<file path="config.mk">
export PLATFORM = sky130hd
export DESIGN_NAME = video_address_gen
export DESIGN_NICKNAME = d
export VERILOG_FILES = /design/src/rtl/video_address_gen.sv
export SDC_FILE = /design/constraint.sdc
export NUM_CORES = 1
export LEC_CHECK = 0
export CORE_ASPECT_RATIO = 0.6
export CORE_MARGIN = 2
export CORE_UTILIZATION = 59
export DETAILED_ROUTE_END_ITERATION = 16
export PLACE_DENSITY = 0.88
export SYNTH_ARGS = -nofsm -noshare
export SYNTH_HDL_FRONTEND = slang
export SYNTH_SLANG_ARGS = --single-unit
</file>
<file path="constraint.sdc">
create_clock -name clk -period 5 [get_ports clk]
set_clock_uncertainty 0.2 [all_clocks]
set_input_delay 0.75 -clock clk [delete_from_list [all_inputs] [get_ports clk]]
set_output_delay 0.75 -clock clk [all_outputs]
set_load 0.03 [all_outputs]
</file>
<file path="src/rtl/video_address_gen.sv">
// video_address_gen
// -----------------------------------------------------------------------------
// Display-memory address generator for the MC6847X core. Sits behind
// FrameTiming and turns its sync strobes plus the per-byte preload strobe into
// the 13-bit display address. Each memory row is refetched for a mode-dependent
// number of scanlines: alpha x12, graphics x3/x2/x1. A row is 16 or 32 bytes.
//
// Ports:
//   clk        video clock (shared with FrameTiming)
//   rst        synchronous reset, active-high
//   fsn        frame sync, active-low; falling edge restarts the frame at 0
//   hsn        horizontal sync, active-low; falling edge ends a scanline
//   preload    one-cycle strobe: step to the next data byte
//   ag         1 = graphics, 0 = alpha/semigraphics
//   gm[2:0]    graphics mode 0..7
//   da         current display address
//   da0        da[0], for the top-level DA0 pin
//   row_phase  scanline index inside the current repeat group
//   row_done   one-cycle pulse when a repeat group completes
//
// Strobe semantics: preload is a single-cycle request with no back-pressure.
// It is accepted only on a cycle without an fsn/hsn falling edge and only while
// fewer than bytes_per_row bytes have been fetched on the current line; any
// other preload is dropped.
// -----------------------------------------------------------------------------
module video_address_gen #(
  parameter int ADDR_W       = 13,
  parameter int ALPHA_REPEAT = 12
) (
  input  logic              clk,
  input  logic              rst,
  input  logic              fsn,
  input  logic              hsn,
  input  logic              preload,
  input  logic              ag,
  input  logic [2:0]        gm,
  output logic [ADDR_W-1:0] da,
  output logic              da0,
  output logic [3:0]        row_phase,
  output logic              row_done
);

  localparam logic [ADDR_W-1:0] ADDR_ONE  = {{(ADDR_W-1){1'b0}}, 1'b1};
  localparam logic [3:0]        ALPHA_REP = 4'(ALPHA_REPEAT);

  logic              hsn_q;
  logic              fsn_q;
  logic [ADDR_W-1:0] row_base;
  logic [5:0]        byte_cnt;
  logic [3:0]        rep_q;
  logic [5:0]        bytes_q;

  logic              fsn_fall;
  logic              hsn_fall;
  logic [3:0]        mode_rep;
  logic [5:0]        mode_bytes;

  assign fsn_fall = fsn_q & ~fsn;
  assign hsn_fall = hsn_q & ~hsn;
  assign da0      = da[0];

  // Mode decode from the live ag/gm pins; only sampled into rep_q/bytes_q on
  // sync edges so a mid-line mode change waits for the next line.
  always_comb begin
    mode_rep   = ALPHA_REP;
    mode_bytes = 6'd32;
    if (ag) begin
      case (gm)
        3'd0:    begin mode_rep = 4'd3; mode_bytes = 6'd16; end
        3'd1:    begin mode_rep = 4'd3; mode_bytes = 6'd16; end
        3'd2:    begin mode_rep = 4'd3; mode_bytes = 6'd32; end
        3'd3:    begin mode_rep = 4'd2; mode_bytes = 6'd16; end
        3'd4:    begin mode_rep = 4'd2; mode_bytes = 6'd32; end
        3'd5:    begin mode_rep = 4'd1; mode_bytes = 6'd16; end
        default: begin mode_rep = 4'd1; mode_bytes = 6'd32; end
      endcase
    end
  end

  always_ff @(posedge clk) begin
    if (rst) begin
      hsn_q     <= 1'b1;
      fsn_q     <= 1'b1;
      da        <= '0;
      row_base  <= '0;
      byte_cnt  <= '0;
      row_phase <= '0;
      row_done  <= 1'b0;
      rep_q     <= ALPHA_REP;
      bytes_q   <= 6'd32;
    end else begin
      hsn_q    <= hsn;
      fsn_q    <= fsn;
      row_done <= 1'b0;

      if (fsn_fall) begin
        da        <= '0;
        row_base  <= '0;
        byte_cnt  <= '0;
        row_phase <= '0;
        rep_q     <= mode_rep;
        bytes_q   <= mode_bytes;
      end else if (hsn_fall) begin
        byte_cnt <= '0;
        rep_q    <= mode_rep;
        bytes_q  <= mode_bytes;
        // A line with no fetches is blanking and does not count as a repeat.
        if (byte_cnt != 6'd0) begin
          // ">=" rather than "==" so that switching to a shorter repeat while
          // row_phase is already past it still closes the group.
          if (row_phase >= (rep_q - 4'd1)) begin
            row_phase <= '0;
            row_base  <= da;
            row_done  <= 1'b1;
          end else begin
            row_phase <= row_phase + 4'd1;
            da        <= row_base;
          end
        end
      end else if (preload && (byte_cnt < bytes_q)) begin
        da       <= da + ADDR_ONE;
        byte_cnt <= byte_cnt + 6'd1;
      end
    end
  end

endmodule

</file>
# [Yosys cells after proc, flatten, opt, wreduce, memory -nomap -nowiden]
# Cells that the tools add are included.
[totals] ff_bits=49 out_inout_bits=19
[op_classes] n_eq_ne=6 n_reduce_logical=13 bitwise=6 magnitude_cmp=2 addsub=4 mux=14
[op_table] operator="13-bit two-way mux" count=4
[op_table] operator="6-bit two-way mux" count=4
[op_table] operator="4-bit two-way mux" count=4
[op_table] operator="13-bit by 1-bit adder with 13-bit output (second input constant)" count=1
[op_table] operator="4-bit OR reduction" count=2
[op_table] operator="6-bit by 1-bit adder with 6-bit output (second input constant)" count=1
[op_table] operator="3-bit by 2-bit equality test with 1-bit output (second input constant)" count=2
[op_table] operator="3-bit equality test (second input constant)" count=2
[op_table] operator="6-bit < comparator" count=1
[op_table] operator="6-bit nonzero test" count=1
[op_table] operator="3-bit OR reduction" count=2
[op_table] operator="4-bit by 1-bit adder with 4-bit output (second input constant)" count=1
[op_table] operator="4-bit >= comparator" count=1
[op_table] operator="1-bit inverter" count=4
[op_table] operator="2-bit one-hot mux with 2 select lines" count=1
[op_table] operator="2-bit AND reduction" count=2
[op_table] operator="2-bit nonzero test" count=2
[op_table] operator="2-bit OR reduction" count=2
[op_table] operator="4-bit by 1-bit subtractor with 4-bit output (second input constant)" count=1
[op_table] operator="3-bit by 1-bit equality test with 1-bit output (second input constant)" count=1
[op_table] operator="3-bit logical NOT" count=1
[op_table] operator="1-bit AND" count=2
[op_table] operator="2-bit by 1-bit inequality test with 1-bit output (second input constant)" count=1
[op_table] operator="1-bit logical AND" count=1
[op_table] operator="1-bit two-way mux" count=1

# [Depth between registers and ports, before layout]
[logic_depth] depth_word=6 mapped_depth=12

# [Worst setup path after synthesis]
# OpenSTA, ideal clock, no wires.
[synth_path] path_type="flip-flop to flip-flop" from="register row_phase[0]" to="register row_base[10]" path_stages_with_launch=10 period_less_slack_ns=2.314 n_path_buf=2 slack_ns=2.686 required_time_ns=4.672 arrival_ns=1.987 setup_ns=0.128 cell_sequence="dfxtp_1 -> inv_1 -> ha_1 -> o21ai_0 -> a21oi_4 -> and2_4 -> buf_6 -> buf_12 -> mux2i_1 -> nor2_1"
[synth_via] elab_chain_cells=2
[synth_rtl] item="start: declaration" line_no="39" text="output logic [3:0] row_phase,"
[synth_rtl] item="start signal: assignment" line_no="116" text="row_phase <= row_phase + 4'd1;"
[synth_rtl] item="4-bit >= comparator" line_no="111" text="if (row_phase >= (rep_q - 4'd1)) begin"
[synth_rtl] item="13-bit two-way mux"
[synth_rtl] item="end signal: assignment" line_no="85" text="row_base <= '0;"
[synth_rtl] item="end signal: assignment" line_no="98" text="row_base <= '0;"
[synth_rtl] item="end signal: assignment" line_no="113" text="row_base <= da;"
[synth_rtl] item="end: declaration" line_no="48" text="logic [ADDR_W-1:0] row_base;"
# Every way passes these cells.
# A chain may end at the register's enable or synchronous reset.

# [Final worst setup path]
[layout_path] from="input port hsn" to="register row_phase[3]"
[layout_via] elab_chain_cells=3
[layout_rtl] item="start: declaration" line_no="33" text="input logic hsn,"
[layout_rtl] item="1-bit inverter" line_no="59" text="assign hsn_fall = hsn_q & ~hsn;"
[layout_rtl] item="1-bit AND" line_no="59"
[layout_rtl] item="2-bit AND reduction (no source line)"
# Every way passes these cells.

==> results.md <==
* Pleak at 0.9231 nW
* RD Place Congestion at 0.8791
* Outcome: completed
* Hold Vio Cnt, Final at 0
* Reg-to-reg endpoint: row_phase[3]$_SDFFE_PP0P_
* Cell Area, Synth at 2247 um2
* Routed Antenna Nets at 0
* Max Fclk at 358.8 MHz
* Largest net degree at the start of global routing at 28
* DRC viols at 0
* Sum of negative setup slack at 0 ns
* Post-route insts no fill at 323
* Max Fanout on Critical Path at 14
* # port buffers at 27
* Reg clk slew, reported paths at 0.08 ns
* Area Growth Syn to Fin at 15.14%
* Via Count at 1877
* Initial core utilization at 61.42%
* WL/cell at 14.77 um
* VDD IR max at 0.1624 mV
* PnR Total Power at 0.6578 mW
* Uppermost layer routed: met4
* FF+latch count, synth at 44
* Hold Crit Class: reg -> reg
* Final Core Density at 70.73%
* Die Y at 51.81 um
* Iter 0 DRT Violations at 120
* Mapped Nets at 271
* Tightest Pin Transition at 1.037 ns
* # setup viols final at 0
* Placed Cells at 315
* Number of synthesized flops with an enable pin at 0
* Num CTS Buffers at 5
* Unrepaired setup endpoints after global routing: false
* Clk Latency, worst-skew pair at 0.30 ns
* PD cells at 254.2 nW/um2
* Syn avg cell area at 8.917 um2
* Post-CTS Resized at 0
* HPWL after DPL at 3368 um
* First-pass GRT wire length at 8004 um
* Die ar. at 4335 um2
* Hold-fix buffers at CTS at 0
* Commonest non-fill, non-tap cell in the layout: dfxtp_1
* Cell chosen for the clock root: clkbuf_8
* Antenna Cells at 0
* Core Rows at 17
* H-tree levels at 2
* Final Routed Wirelength at 4772 um
* Crit path arrival time at 2.78 ns
* Post-synth cell types at 52
* Max Slew Vio Count at 0
* Pre-antenna DRT Iters at 5
* Most frequent cells in the layout: 44 x dfxtp_1, 35 x nor2_1, 27 x clkdlybuf4s50_1
* Setup Buffers After CTS at 0
* Primary FF master, synth: dfxtp_1
* Met3 WL at 242 um
* Post-synthesis sequential area ratio at 39.20%
* Flop2flop setup slack at 2.46 ns
* Startpoint types: primary input
* CTS tree: built
* Layout net count at 294
* Core Region at 3659 um2
* Type of the worst setup path: in -> reg
* Hold path endpoint: bytes_q[4]$_SDFFE_PP0P_
* Met2 WL at 2064 um
* Clock buffer depth at 2
* Crit path time final at 2.787 ns
* Worst EP required at 5.00 ns
* Clock sink total at 44
* Crit. End Element: flip-flop
* Initial antenna violation count at 0
* # IOs at 28
* R2R Path Start: rep_q[0]$_SDFFE_PP0P_
* Max Cap Viol at 0
* Cell count of the worst hold path at 1
* Yosys warning total at 0
* Tcrit/Tclk final at 55.74%
* Wl on met1 at 2438 um
* Layout cells sized above 1 at 7.609%
* Slew margin rel. at 30.84%
* Gr usage total at 23.30%
* Async S/R FF share, synth at 0%
* Number of global-route vias before repair at 1698
* GRT Residual Overflow at 0
* Chip width at 83.68 um
* Vias/cell at 5.811
* Register-to-Register Path Depth at 10
* Hold_sp: bytes_q[4]$_SDFFE_PP0P_
* Syn Inst Count at 252
==> per-layer routing <==
layer	GRT usage (%)	vias to the layer above
li1	-	944
met3	5.714	5
met5	0	-
met1	32.81	875
met2	36.13	53
met4	6.183	0
==> metrics by stage <==
stage	instance area (um2)	setup WS, ns	hold slack [ns]
2_1_floorplan	2247	2.686	0.2323
3_3_place_gp	2497	2.062	0.2526
3_5_place_dp	2497	1.906	0.2499
4_1_cts	2587	2.205	0.2746
5_1_grt	2587	1.954	0.3084
6_report	2587	2.213	0.2756
==> cell type report <==
cell class / instances / area (um2)
Multi-Input combinational cell: 187 / 1250
Fill cell: 296 / 1071
Sequential cell: 44 / 880.8
Timing Repair Buffer: 27 / 270.3
Clock buffer: 8 / 90.09
Tap cell: 47 / 58.81
Inverter: 10 / 37.54
==> sequential cells by signal (all words and copies together) (netlist names) <==
name,cells
byte_cnt,6
bytes_q,2
da,13
fsn_q,1
hsn_q,1
rep_q,3
row_base,13
row_done,1
row_phase,4
==> cells in the mapped netlist, drive strengths merged (4+ instances only) <==
cell,n,area share (%)
o21ai,9,2.5
ha,10,5.6
dfxtp,44,39
nand2,22,3.8
nor2b,4,1.2
nand3,7,1.6
buf,6,2.7
nor3,4,0.89
nor2,37,6.8
mux2i,16,7.1
o21a,4,1.3
and3,4,1.1
clkbuf,5,0.84
inv,10,1.7
a21oi,19,5.2
==> critical path, stage by stage <==
cell,delay [ns]
clkdlybuf4s50_1,0.42
nor2b_1,0.50
nand2_1,0.28
nor2_4,0.41
a41oi_1,0.17
a311oi_1,0.25
==> cells by family (layout without fill, tap and decap cells) <==
| group | Yosys count | in the layout | synth area share (%) |
|---|---|---|---|
| AOI/OAI and AO/OA | 55 | 55 | 17.09 |
| xor gates and xnor gates | 6 | 6 | 2.339 |
| adders and majority gates | 10 | 10 | 5.568 |
| buffers and inverters | 21 | 45 | 5.179 |
| DFF | 44 | 44 | 39.20 |
| muxes | 19 | 19 | 8.630 |
| and+or+nand+nor | 97 | 97 | 21.99 |
==> how the worst max path moves through the flow <==
stage | from | end | slack (ns) | cells past startpoint
floorplan | row_phase[0]$_SDFFE_PP0P_ | row_base[10]$_SDFFE_PP0P_ | 2.69 | 9
global placement | hsn | row_phase[3]$_SDFFE_PP0P_ | 2.06 | 6
detailed placement | hsn | row_phase[3]$_SDFFE_PP0P_ | 1.91 | 6
CTS | hsn | row_phase[3]$_SDFFE_PP0P_ | 2.21 | 6
global route | hsn | da[5]$_SDFFE_PP0P_ | 1.95 | 6
finish | hsn | row_phase[3]$_SDFFE_PP0P_ | 2.21 | 6
==> power by group <==
part	switching, mW	total [mW]	internal, mW
clock network	0.120	0.232	0.113
registers	0.00412	0.360	0.356
logic	0.0403	0.0657	0.0254
Note: power is estimated with default switching activity, not from simulation.
